$ cat src/rtl/prime_search_seq.sv
// Sequential next-prime search: returns the smallest prime >= seed using trial division
// by odd divisors, with a single bit-serial restoring divider shared across all divisors.
module prime_search_seq #(
   parameter int WIDTH = 32
) (
   input  logic             clk,
   input  logic             rst,
   input  logic             start,
   input  logic [WIDTH-1:0] seed,
   output logic             busy,
   output logic             done,
   output logic [WIDTH-1:0] prime_out,
   output logic             overflow
);

   localparam int CW = (WIDTH > 1) ? $clog2(WIDTH) : 1;
   localparam int DW = 2 * WIDTH + 2;

   typedef enum logic [2:0] {
      IDLE  = 3'd0,
      INIT  = 3'd1,
      TEST  = 3'd2,
      DIV   = 3'd3,
      CHK   = 3'd4,
      NEXTC = 3'd5,
      DONE  = 3'd6
   } state_t;

   state_t           state_r;
   logic [WIDTH-1:0] seed_r;
   logic [WIDTH-1:0] cand_r;
   logic [WIDTH:0]   d_r;
   logic [WIDTH:0]   rem_r;
   logic [DW-1:0]    dsq_r;
   logic [CW-1:0]    bit_r;

   logic [WIDTH:0]   init_sum_s;
   logic [WIDTH:0]   next_sum_s;
   logic [WIDTH:0]   shl_s;
   logic [WIDTH:0]   rem_step_s;
   logic [DW-1:0]    dsq_inc_s;
   logic [WIDTH:0]   d_inc_s;
   logic             dsq_gt_s;
   logic             seed_le2_s;

   localparam logic [WIDTH-1:0] TWO_W   = {{(WIDTH-2){1'b0}}, 2'b10};
   localparam logic [WIDTH:0]   THREE_D = {{(WIDTH-1){1'b0}}, 2'b11};
   localparam logic [WIDTH:0]   TWO_D   = {{(WIDTH-1){1'b0}}, 2'b10};
   localparam logic [DW-1:0]    NINE_Q  = {{(DW-4){1'b0}}, 4'b1001};
   localparam logic [DW-1:0]    FOUR_Q  = {{(DW-3){1'b0}}, 3'b100};

   // Datapath helpers: candidate rounding, restoring divide step, divisor-square update.
   always_comb begin
      init_sum_s = {1'b0, seed_r} + {{WIDTH{1'b0}}, ~seed_r[0]};
      next_sum_s = {1'b0, cand_r} + TWO_D;
      shl_s      = {rem_r[WIDTH-1:0], cand_r[bit_r]};
      rem_step_s = (shl_s >= d_r) ? (shl_s - d_r) : shl_s;
      // (d+2)^2 = d^2 + 4d + 4; dsq is wide enough that this never wraps
      dsq_inc_s  = dsq_r + {{(WIDTH-1){1'b0}}, d_r, 2'b00} + FOUR_Q;
      d_inc_s    = d_r + TWO_D;
      dsq_gt_s   = (dsq_r > {{(DW-WIDTH){1'b0}}, cand_r});
      seed_le2_s = (seed_r <= TWO_W);
   end

   // Search FSM with registered handshake and result outputs.
   always_ff @(posedge clk or posedge rst) begin
      if (rst) begin
         state_r   <= IDLE;
         seed_r    <= {WIDTH{1'b0}};
         cand_r    <= {WIDTH{1'b0}};
         d_r       <= {(WIDTH+1){1'b0}};
         rem_r     <= {(WIDTH+1){1'b0}};
         dsq_r     <= {DW{1'b0}};
         bit_r     <= {CW{1'b0}};
         busy      <= 1'b0;
         done      <= 1'b0;
         prime_out <= {WIDTH{1'b0}};
         overflow  <= 1'b0;
      end else begin
         case (state_r)
            IDLE: begin
               if (start) begin
                  seed_r  <= seed;
                  busy    <= 1'b1;
                  state_r <= INIT;
               end
            end
            INIT: begin
               if (seed_le2_s) begin
                  cand_r    <= TWO_W;
                  prime_out <= TWO_W;
                  overflow  <= 1'b0;
                  done      <= 1'b1;
                  state_r   <= DONE;
               end else if (init_sum_s[WIDTH]) begin
                  cand_r    <= init_sum_s[WIDTH-1:0];
                  prime_out <= {WIDTH{1'b0}};
                  overflow  <= 1'b1;
                  done      <= 1'b1;
                  state_r   <= DONE;
               end else begin
                  cand_r  <= init_sum_s[WIDTH-1:0];
                  d_r     <= THREE_D;
                  dsq_r   <= NINE_Q;
                  state_r <= TEST;
               end
            end
            TEST: begin
               if (dsq_gt_s) begin
                  prime_out <= cand_r;
                  overflow  <= 1'b0;
                  done      <= 1'b1;
                  state_r   <= DONE;
               end else begin
                  rem_r   <= {(WIDTH+1){1'b0}};
                  bit_r   <= CW'(WIDTH-1);
                  state_r <= DIV;
               end
            end
            DIV: begin
               rem_r <= rem_step_s;
               if (bit_r == {CW{1'b0}}) begin
                  state_r <= CHK;
               end else begin
                  bit_r <= bit_r - {{(CW-1){1'b0}}, 1'b1};
               end
            end
            CHK: begin
               if (rem_r == {(WIDTH+1){1'b0}}) begin
                  state_r <= NEXTC;
               end else begin
                  dsq_r   <= dsq_inc_s;
                  d_r     <= d_inc_s;
                  state_r <= TEST;
               end
            end
            NEXTC: begin
               cand_r <= next_sum_s[WIDTH-1:0];
               if (next_sum_s[WIDTH]) begin
                  prime_out <= {WIDTH{1'b0}};
                  overflow  <= 1'b1;
                  done      <= 1'b1;
                  state_r   <= DONE;
               end else begin
                  d_r     <= THREE_D;
                  dsq_r   <= NINE_Q;
                  state_r <= TEST;
               end
            end
            DONE: begin
               done    <= 1'b0;
               busy    <= 1'b0;
               state_r <= IDLE;
            end
            default: begin
               done    <= 1'b0;
               busy    <= 1'b0;
               state_r <= IDLE;
            end
         endcase
      end
   end

endmodule

$ cat config.mk
export PLATFORM = sky130hd
export DESIGN_NAME = prime_search_seq
export DESIGN_NICKNAME = d
export VERILOG_FILES = /design/src/rtl/prime_search_seq.sv
export SDC_FILE = /design/constraint.sdc
export NUM_CORES = 1
export LEC_CHECK = 0
export BUFFER_PORTS_ARGS = -buffer_cell sky130_fd_sc_hd__buf_2
export CAP_MARGIN = 20
export CORE_MARGIN = 2
export CORE_UTILIZATION = 35
export DETAILED_ROUTE_END_ITERATION = 10
export GPL_TIMING_DRIVEN = 0
export HOLD_SLACK_MARGIN = 0.03
export PLACE_DENSITY_LB_ADDON = 0.15
export REMOVE_ABC_BUFFERS = 1
export SETUP_SLACK_MARGIN = 0.5
export SYNTH_ARGS = -nofsm -noshare
export SYNTH_HDL_FRONTEND = slang
export SYNTH_SLANG_ARGS = --single-unit
export TNS_END_PERCENT = 10
$ cat constraint.sdc
create_clock -name clk -period 7 [get_ports clk]
set_clock_uncertainty 0.1 [all_clocks]
set_input_delay 0.7 -clock clk [delete_from_list [all_inputs] [get_ports clk]]
set_output_delay 0.7 -clock clk [all_outputs]
set_load 0.02 [all_outputs]
# After elaboration in Yosys (flattened, before gate mapping)
# Index checks and enable logic that the tools add are counted.
dict set report word_totals {
  regBits 239
  latchBits 0
  ram_bits 0
  romBits 0
  input_bits 35
  out_inout_bits 35
  word_cells 101
  memories 0
}
dict set report classes {
  addsub 7
  n_mul 0
  n_div 0
  n_lt_le_gt_ge 4
  n_eq_ne 16
  shift 0
  n_mux 43
  n_bitwise 3
  reduce_logical 17
}
# operator n
set ops {}
lappend ops {{66-bit two-way mux} 4}
lappend ops {{33-bit two-way mux} 6}
lappend ops {{66-bit case mux with 3 select lines} 1}
lappend ops {{32-bit two-way mux} 5}
lappend ops {{33-bit case mux with 3 select lines} 1}
lappend ops {{32-bit case mux with 3 select lines} 1}
lappend ops {{66-bit by 3-bit adder with 66-bit output, second input constant} 1}
lappend ops {{66-bit by 35-bit adder with 66-bit output} 1}
lappend ops {{66-bit by 32-bit greater-than comparator with 1-bit output} 1}
lappend ops {{33-bit case mux with 2 select lines} 1}
lappend ops {{32-bit case mux with 2 select lines} 1}
lappend ops {{32-bit by 1-bit adder with 33-bit output} 1}
lappend ops {{32-bit by 2-bit adder with 33-bit output, second input constant} 1}
lappend ops {{33-bit by 2-bit adder with 33-bit output, second input constant} 1}
lappend ops {{33-bit greater-or-equal comparator} 1}
lappend ops {{33-bit logical NOT} 1}
lappend ops {{33-bit subtractor} 1}
lappend ops {{32-bit by 2-bit <= comparator with 1-bit output, second input constant} 1}
lappend ops {{3-bit two-way mux} 7}
lappend ops {{2-bit != test, second input constant} 10}
lappend ops {{3-bit case mux with 6 select lines} 1}
lappend ops {{5-bit two-way mux} 2}
lappend ops {{5-bit case mux with 2 select lines} 1}
lappend ops {{1-bit two-way mux} 8}
lappend ops {{other kinds (21)} 31}

# Depth between registers and ports, before layout
# Gate-level depths: netlist of the first run.
dict set report logic_depth {
  ltp_word 5
  depth_mapped 16
  ltp_nobuf 15
}

# Least setup slack after synthesis of the first run
# OpenSTA, ideal clock, no wires.
dict set report synth_timing {
  path_type {register to register}
  from {reg bit_r[0]}
  to {reg rem_r[30]}
  setup_time_ns 0.126
  t_arrival_ns 4.088
  required_time_ns 6.774
  path_slack_ns 2.686
  stages_incl_launch_ff 16
  path_buffers 2
  period_less_slack_ns 4.314
  path_cell_list {dfrtp_1 -> buf_1 -> mux4_2 -> mux4_2 -> mux2i_1 -> ha_1 -> fa_1 -> nor2b_1 -> o2111ai_1 -> a31oi_1 -> or3_1 -> clkbuf_1 -> a31o_1 -> o31a_1 -> xor2_1 -> a221o_1}
}
dict set report synth_via {
  elab_chain_len 5
  word_cells_on_any_way 6
  cone_classes {add/sub (1); order compare (1); mux (4)}
}
# item line
set synth_rtl {}
lappend synth_rtl {{start, declared} 35} ;# logic [CW-1:0] bit_r;
lappend synth_rtl {{start signal, assigned} 74} ;# bit_r <= {CW{1'b0}};
lappend synth_rtl {{start signal, assigned} 116} ;# bit_r <= CW'(WIDTH-1);
lappend synth_rtl {{start signal, assigned} 125} ;# bit_r <= bit_r - {{(CW-1){1'b0}}, 1'b1};
lappend synth_rtl {{1-bit binary-select mux with 5-bit select (*)} 56} ;# shl_s = {rem_r[WIDTH-1:0], cand_r[bit_r]};
lappend synth_rtl {{1-bit two-way mux (implied by the code) (*)} 56}
lappend synth_rtl {{33-bit subtractor / 33-bit greater-or-equal comparator (equally long branches)} 57} ;# rem_step_s = (shl_s >= d_r) ? (shl_s - d_r) : shl_s;
lappend synth_rtl {{33-bit two-way mux (*)} 57}
lappend synth_rtl {{33-bit case mux with 2 select lines (*)} 80} ;# case (state_r)
lappend synth_rtl {{end signal, assigned} 72} ;# rem_r <= {(WIDTH+1){1'b0}};
lappend synth_rtl {{end signal, assigned} 115} ;# rem_r <= {(WIDTH+1){1'b0}};
lappend synth_rtl {{end signal, assigned} 121} ;# rem_r <= rem_step_s;
lappend synth_rtl {{end, declared} 33} ;# logic [WIDTH:0] rem_r;
# Every way passes the cells marked *; elsewhere a longest branch is shown, timed or not. The select of a mux whose other input is x is not followed.
# A chain may end at the register's enable or synchronous reset.

# Worst setup path after layout of the first run
dict set report layout_timing {
  from {reg state_r[2]}
  to {reg dsq_r[44]}
}
dict set report layout_via {
  elab_chain_len 3
  word_cells_on_any_way 10
  cone_classes {eq/ne (7); mux (1); reduce/logical (2)}
}
# item line
set layout_rtl {}
lappend layout_rtl {{start, declared} 29} ;# state_t state_r;
lappend layout_rtl {{start signal, assigned} 68} ;# state_r <= IDLE;
lappend layout_rtl {{start signal, assigned} 85} ;# state_r <= INIT;
lappend layout_rtl {{start signal, assigned} 94} ;# state_r <= DONE;
lappend layout_rtl {{3-bit == test / 3-bit by 1-bit == test with 1-bit output (equally long branches)} 80}
lappend layout_rtl {{2-bit != test (no source line) / 3-bit nonzero test (equally long branches)} n/a}
lappend layout_rtl {{5-bit AND reduction (no source line)} n/a}
lappend layout_rtl {{end signal, assigned} 73} ;# dsq_r <= {DW{1'b0}};
lappend layout_rtl {{end signal, assigned} 132} ;# dsq_r <= dsq_inc_s;
lappend layout_rtl {{end, declared} 34} ;# logic [DW-1:0] dsq_r;
# Parallel ways exist; a longest one is shown, timed or not.

==> impl_results.md, run 1 <==
- Status: finished, final reports clean
- Most frequent cell after synthesis: dfrtp_1
- Max incr delay on CP: about 0.88 ns
- P_leak: 8.40 nW
- Fin crit period: 5.63 ns
- Via count of the routed design: 13700
- Top cells by area, synth: dfrtp_1 (37%), ha_1 (11%), a21oi_1 (4.0%), o21ai_0 (4.0%), nand2_1 (3.8%)
- Critical Path End Type: register
- Final Cycle Share: about four fifths
- RSZ-0062 raised after global routing: no
- Final setup fails: 0
- Initial antenna violation count: 0
- Gate Count Post-Synth: ~1800
- Synth Area per Inst: about 9 um^2
- TritonCTS buffer count: 31
- Remaining DRCs: 0
- Total die area: 0.0480 mm^2
- FF-to-FF setup slack: 1.37 ns
- Yosys warnings: 0
- Max cap viols: 0
- Crit Path Category: reg2reg
- Commonest cells in the netlist: dfrtp_1 (238), nand2_1 (165), ha_1 (136), a21oi_1 (129), o21ai_0 (128)
- Initial Utilization: a little over a third
- Vias in the first global route: between 10000 and 15000
- Crit-path slowest cell: or3_2
- Max Buffers Root-to-Sink: 3
- Rows: 78
- Slew HR: about a third
- Core Util, Final: 40.3%
- Synth async-reset ratio: 100%
- Worst r2r path cells: 9
- Worst EP required: between 7 and 8 ns
- Die width: 219 um
- Hold slack: about 0.068 ns
- Detailed Route Iter0 Violations: between 1000 and 1500
- Bufs and invs on worst path: 3
- Min-Delay Path Class: in2async
- Crit path DAT: 5.98 ns
- Global-route wire length before repair: about 74000 um
- Startpoint Class: register
- GP Congestion: just under 0.9
- Fillers: 4575
- Fin. max-slew vios: 0
- Final hold vios: 0
- Worst-path clk slew: 0.06 ns
- Post-route cell area: 0.0183 mm^2
- Most used cell, CP: inv_2
- CTS H-tree lvls: 1
- Critical-path maximum fanout: 81
- DP HPWL: roughly 33000 um
- Core box area: 0.0455 mm^2
- Post-CTS setup buffers: 0
- PD cells: 365 mW/mm^2
- CP Launch Point: state_r[2]
- Setup ws final: 1.37 ns
- Clk root buf: clkbuf_16
- Family with the most delay on the worst path: simple AND/OR/NAND/NOR gates
- Critical-path cell list: buf_12 > inv_2 > or3_2 > nor4_1 > a211o_4 > inv_2 > nand2_1 > or4_1 > nand3_1
- Top_reg_cell synth: dfrtp_1
- # resized after CTS: 0
- Drt first pass iters: 5
- Synth-to-Final Area Change: 13.2%
- Achievable Freq: approximately 0.18 GHz
- Synth Register Bits: 238
- Pre-CTS worst setup slack: 1.37 ns
- Post-synth EDFFs: 0
- Diodes inserted: 0
- Dpl cells: between 2000 and 2500
- Io pins: 70
- Dpl cell area: 0.0172 mm^2
- Final nets: roughly 2000
- CTS tree: yes
- Non-filler cells, final: 2437
- Worst vdd ir: 186 uV
- Synth cell types: just over 80
- Netlist Area Pre-Place: 0.0162 mm^2
- DRT antenna net count: 0
- Vias per cell: 5.63
- Reg-to-reg startpoint: state_r[2]
- Yosys top cell by area: dfrtp_1
- CTS Hold Bufs: 0
- Avg WL per Cell: 18.8 um
- Total grt overflow: 0
- Sequential share of the synthesized area: 36.8%
- Worst-margin pin slew: 0.997 ns
- Routed WL: 45800 um
- Clk sinks: 238
- Crit Reg-Reg Endpoint: dsq_r[44]
- Share of Yosys cell area claimed by the top area cell type: between 30% and 40%
- GRT Util Overall: 19.3%
- Layout cells sized above 1: 11.6%
- Clock latency on the worst-skew pair: approximately 0.58 ns
- # port buffers: 69
- Die height: 219 um
- Largest net degree at the start of global routing: 93
==> metrics by stage <==
stage | total power, mW | TNS [ns]
6_report | 6.69 | 0
3_3_place_gp | 4.80 | -986.64
2_1_floorplan | 4.00 | -78.87
3_5_place_dp | 4.93 | 0
5_1_grt | 7.16 | 0
4_1_cts | 6.74 | 0
==> cell families (layout without fill, tap and decap cells) <==
kind of cell / after synthesis / count (layout) / share of synthesized area (%)
DFF: 238 / 238 / 36.8
adders and majority gates: 138 / 138 / 10.8
muxes: 57 / 57 / 4.56
xor gates and xnor gates: 91 / 91 / 4.93
AOI/OAI and AO/OA: 524 / 524 / 21.1
buffers and inverters: 191 / 233 / 4.67
and+or+nand+nor: 556 / 556 / 17.2
==> placed cells by master (no fill, tap or decap), types with 10 or more instances in the layout <==
cell,count
dfrtp_1,237
o211ai_1,14
o21ai_1,15
xor2_1,37
nor4_1,38
o31ai_1,22
mux4_2,10
a22o_1,36
a21o_1,38
mux2i_1,13
or3_1,20
a211oi_1,10
nor3_1,21
nand4_1,43
nand2_1,165
mux2_2,34
inv_1,92
and2_1,10
o21ai_0,128
o21a_1,10
a32oi_1,13
nand3_1,72
a31oi_1,16
nand2b_1,13
and3_1,27
nor2_1,103
a21oi_1,129
xnor2_1,54
buf_2,69
ha_1,136
clkbuf_16,31
==> worst register-to-register path, delay by kind of cell, from the launching register on <==
family,cells,cell delay (ns)
DFF,1,0.84
and+or+nand+nor,5,2.94
buffers and inverters,3,0.87
AOI/OAI and AO/OA,1,0.77
==> routing by layer <==
metal | wire [um] | track usage (%)
met5 | 0 | 0
met4 | 975 | 4.41
met3 | 2030 | 2.77
met2 | 20800 | 30.7
met1 | 22000 | 27.6
==> state kept, by name (all words and copies together), names as in the netlist <==
| signal | cells |
|---|---|
| bit_r | 5 |
| busy | 1 |
| cand_r | 32 |
| d_r | 33 |
| done | 1 |
| dsq_r | 65 |
| overflow | 1 |
| prime_out | 32 |
| rem_r | 33 |
| seed_r | 32 |
| state_r | 3 |
==> area by class of cell <==
class / instances / area, um^2 / share of cell area (%)
Clock buffer: 35 / 821 / 4.48
Multi-Input combinational cell: 1366 / 9510 / 51.9
Sequential cell: 238 / 5960 / 32.5
Tap cell: 600 / 751 / 4.10
Inverter: 95 / 364 / 1.99
Timing Repair Buffer: 81 / 608 / 3.32
Clock inverter: 22 / 308 / 1.68
==> report_power, final <==
part	internal, mW	switching, mW	leakage (nW)	total (mW)
logic	1.19	1.62	4.74	2.81
clock network	1.10	0.667	0.552	1.77
registers	1.66	0.454	3.11	2.11
total	3.95	2.75	8.40	6.69
==> how the worst max path moves through the flow <==
stage	endpoint	depth (start not counted)	slack [ns]
finish	dsq_r[44]	9	1.37
global route	dsq_r[16]	8	1.07
CTS	dsq_r[44]	9	1.35
detailed placement	dsq_r[49]	9	1.37
global placement	rem_r[7]	2	-3.55
floorplan	bit_r[0]	1	-0.33
No activity file was read; power rests on OpenSTA's default activity.
==> run 2: changes to the inputs <==
==> constraint.sdc (replaced) <==
create_clock -name clk -period 5.4 [get_ports clk]
set_clock_uncertainty 0.1 [all_clocks]
set_input_delay 0.54 -clock clk [delete_from_list [all_inputs] [get_ports clk]]
set_output_delay 0.54 -clock clk [all_outputs]
set_load 0.02 [all_outputs]
==> impl_results.md, run 2 (synthesis results as in run 1) <==
- GRT Util Overall: 19.5%
- Remaining DRCs: 0
- Total die area: 0.0480 mm^2
- Routed WL: 46600 um
- Non-filler cells, final: 2443
- Core box area: 0.0455 mm^2
- Avg WL per Cell: about 19 um
- Worst vdd ir: 275 uV
- Clk sinks: 238
- Slew HR: 33.3%
- Dpl cells: approximately 2400
- Final hold vios: 0
- Diodes inserted: 0
- Global-route wire length before repair: 74800 um
- TritonCTS buffer count: 31
- Die width: around 220 um
- Critical-path maximum fanout: 10
- Max reg flops: 65
- Final Cycle Share: between 80% and 90%
- Clk root buf: clkbuf_16
- Largest registers: dsq_r x65, d_r x33, rem_r x33
- Total Power: 8.77 mW
- Vias in the first global route: 13300
- Min-Delay Path Class: in2reg
- Initial Utilization: 35.6%
- Max cap viols: 0
- Total grt overflow: 0
- CTS tree: yes
- Initial antenna violation count: 0
- Die height: 219 um
- Fin. max-slew vios: 0
- Crit path DAT: 4.97 ns
- P_leak: 8.43 nW
- Layout cells sized above 1: 12.2%
- # port buffers: 69
- Detailed Route Iter0 Violations: approximately 1100
- Worst EP required: 5.75 ns
- Largest net degree at the start of global routing: 93
- Synth-to-Final Area Change: 13.8%
- Most common cell after layout, fill and taps aside: dfrtp_1
- Clock latency on the worst-skew pair: 0.58 ns
- Worst-path clk slew: 0.06 ns
- Final nets: 1992
- Max incr delay on CP: 0.58 ns
- Achievable Freq: 0.216 GHz
- Commonest non-fill, non-tap cells in the layout: dfrtp_1 (235), nand2_1 (164), ha_1 (136)
- Fin crit period: 4.62 ns
- RSZ-0062 raised after global routing: no
- Worst-margin pin slew: 0.987 ns
- Vias per cell: 5.63
- Io pins: 70
- Crit Path Category: reg2reg
- Status: finished, final reports clean
- PD cells: 476 mW/mm^2
- Critical Path End Type: register
- Startpoint Class: register
- Rows: 78
- DP HPWL: approximately 33000 um
- Hold slack: just under 0.1 ns
- CTS H-tree lvls: 1
- Setup TNS: 0 ns
- Post-route cell area: 0.0184 mm^2
- Top reg by flops: dsq_r
- Drt first pass iters: 7
- GP Congestion: 0.865
- DRT antenna net count: 0
- Crit-path slowest cell: mux4_2
- Max Buffers Root-to-Sink: 3
- Final setup fails: 0
- Dpl cell area: 0.0172 mm^2
- Most used cell, CP: mux4_2
- Via count of the routed design: 13800
- Critical-path cell list: mux4_2 > mux4_2 > mux2i_2 > ha_1 > fa_1 > nor2b_1 > o2111ai_1 > a31oi_1 > or3_1 > a31o_1 > o31a_1 > xor2_1 > a221o_1
==> run 2: worst paths after layout <==
kind                           from             to  slack, ns  depth (start not counted)
setup / recovery           bit_r[0]      rem_r[30]       0.78                         13
hold / removal              seed[9]      seed_r[9]        0.1                          2
setup reg to reg           bit_r[0]      rem_r[30]       0.78                         13
hold reg to reg            dsq_r[0]       dsq_r[0]       0.36                          2
max in group asynchronous       rst       rem_r[7]       3.50                          5
min in group asynchronous       rst  prime_out[29]       0.46                          3
==> run 2: report_power, final <==
group	leakage, nW	switching, mW	internal, mW
sequential	3.11	0.587	2.15
clock	0.552	0.866	1.42
combinational	4.77	2.16	1.58
total	8.43	3.61	5.15
==> run 2: repair_timing <==
action,CTS,global route
endpoints found under the setup margin,76,80
resized for setup,3,8
setup buffers,0,3
gates cloned,1,1
endpoints found under the hold margin,66,0
hold buffers,1,0
pin swaps,1,1
==> run 2: through the flow <==
stage | util (%) | setup slack (ns)
floorplan | - | -1.77
global placement | 37.1 | -4.99
detailed placement | 37.8 | -0.228
CTS | 40.3 | 0.299
global route | 40.5 | 0.493
finish | 40.5 | 0.776
==> run 2: layout make-up <==
| cell class | instances | area [um^2] |
|---|---|---|
| sequential | 238 | 5960 |
| tap | 600 | 751 |
| fill | 4570 | 27100 |
| timing repair buffer | 85 | 641 |
| clock inverter | 22 | 308 |
| multi-input combinational | 1368 | 9560 |
| clock buffer | 35 | 821 |
| inverter | 95 | 364 |
==> run 2: layer usage <==
layer / track usage [%] / up-vias / share of wire (%)
met5: 0 / - / 0
met4: 4.82 / 0 / 2.3
met2: 30.9 / 252 / 46
met3: 2.80 / 56 / 4.3
li1: - / 6695 / -
met1: 27.8 / 6761 / 48
==> run 2: worst max-delay path: cells and delay by family (launching register included) <==
family / cells / cell delay (ns)
XOR/XNOR: 1 / 0.15
multiplexers: 3 / 1.40
AO/OA/AOI/OAI: 5 / 1.30
flip-flops: 1 / 0.56
adder cells (fa/ha/maj): 2 / 0.48
AND/OR/NAND/NOR: 2 / 0.51
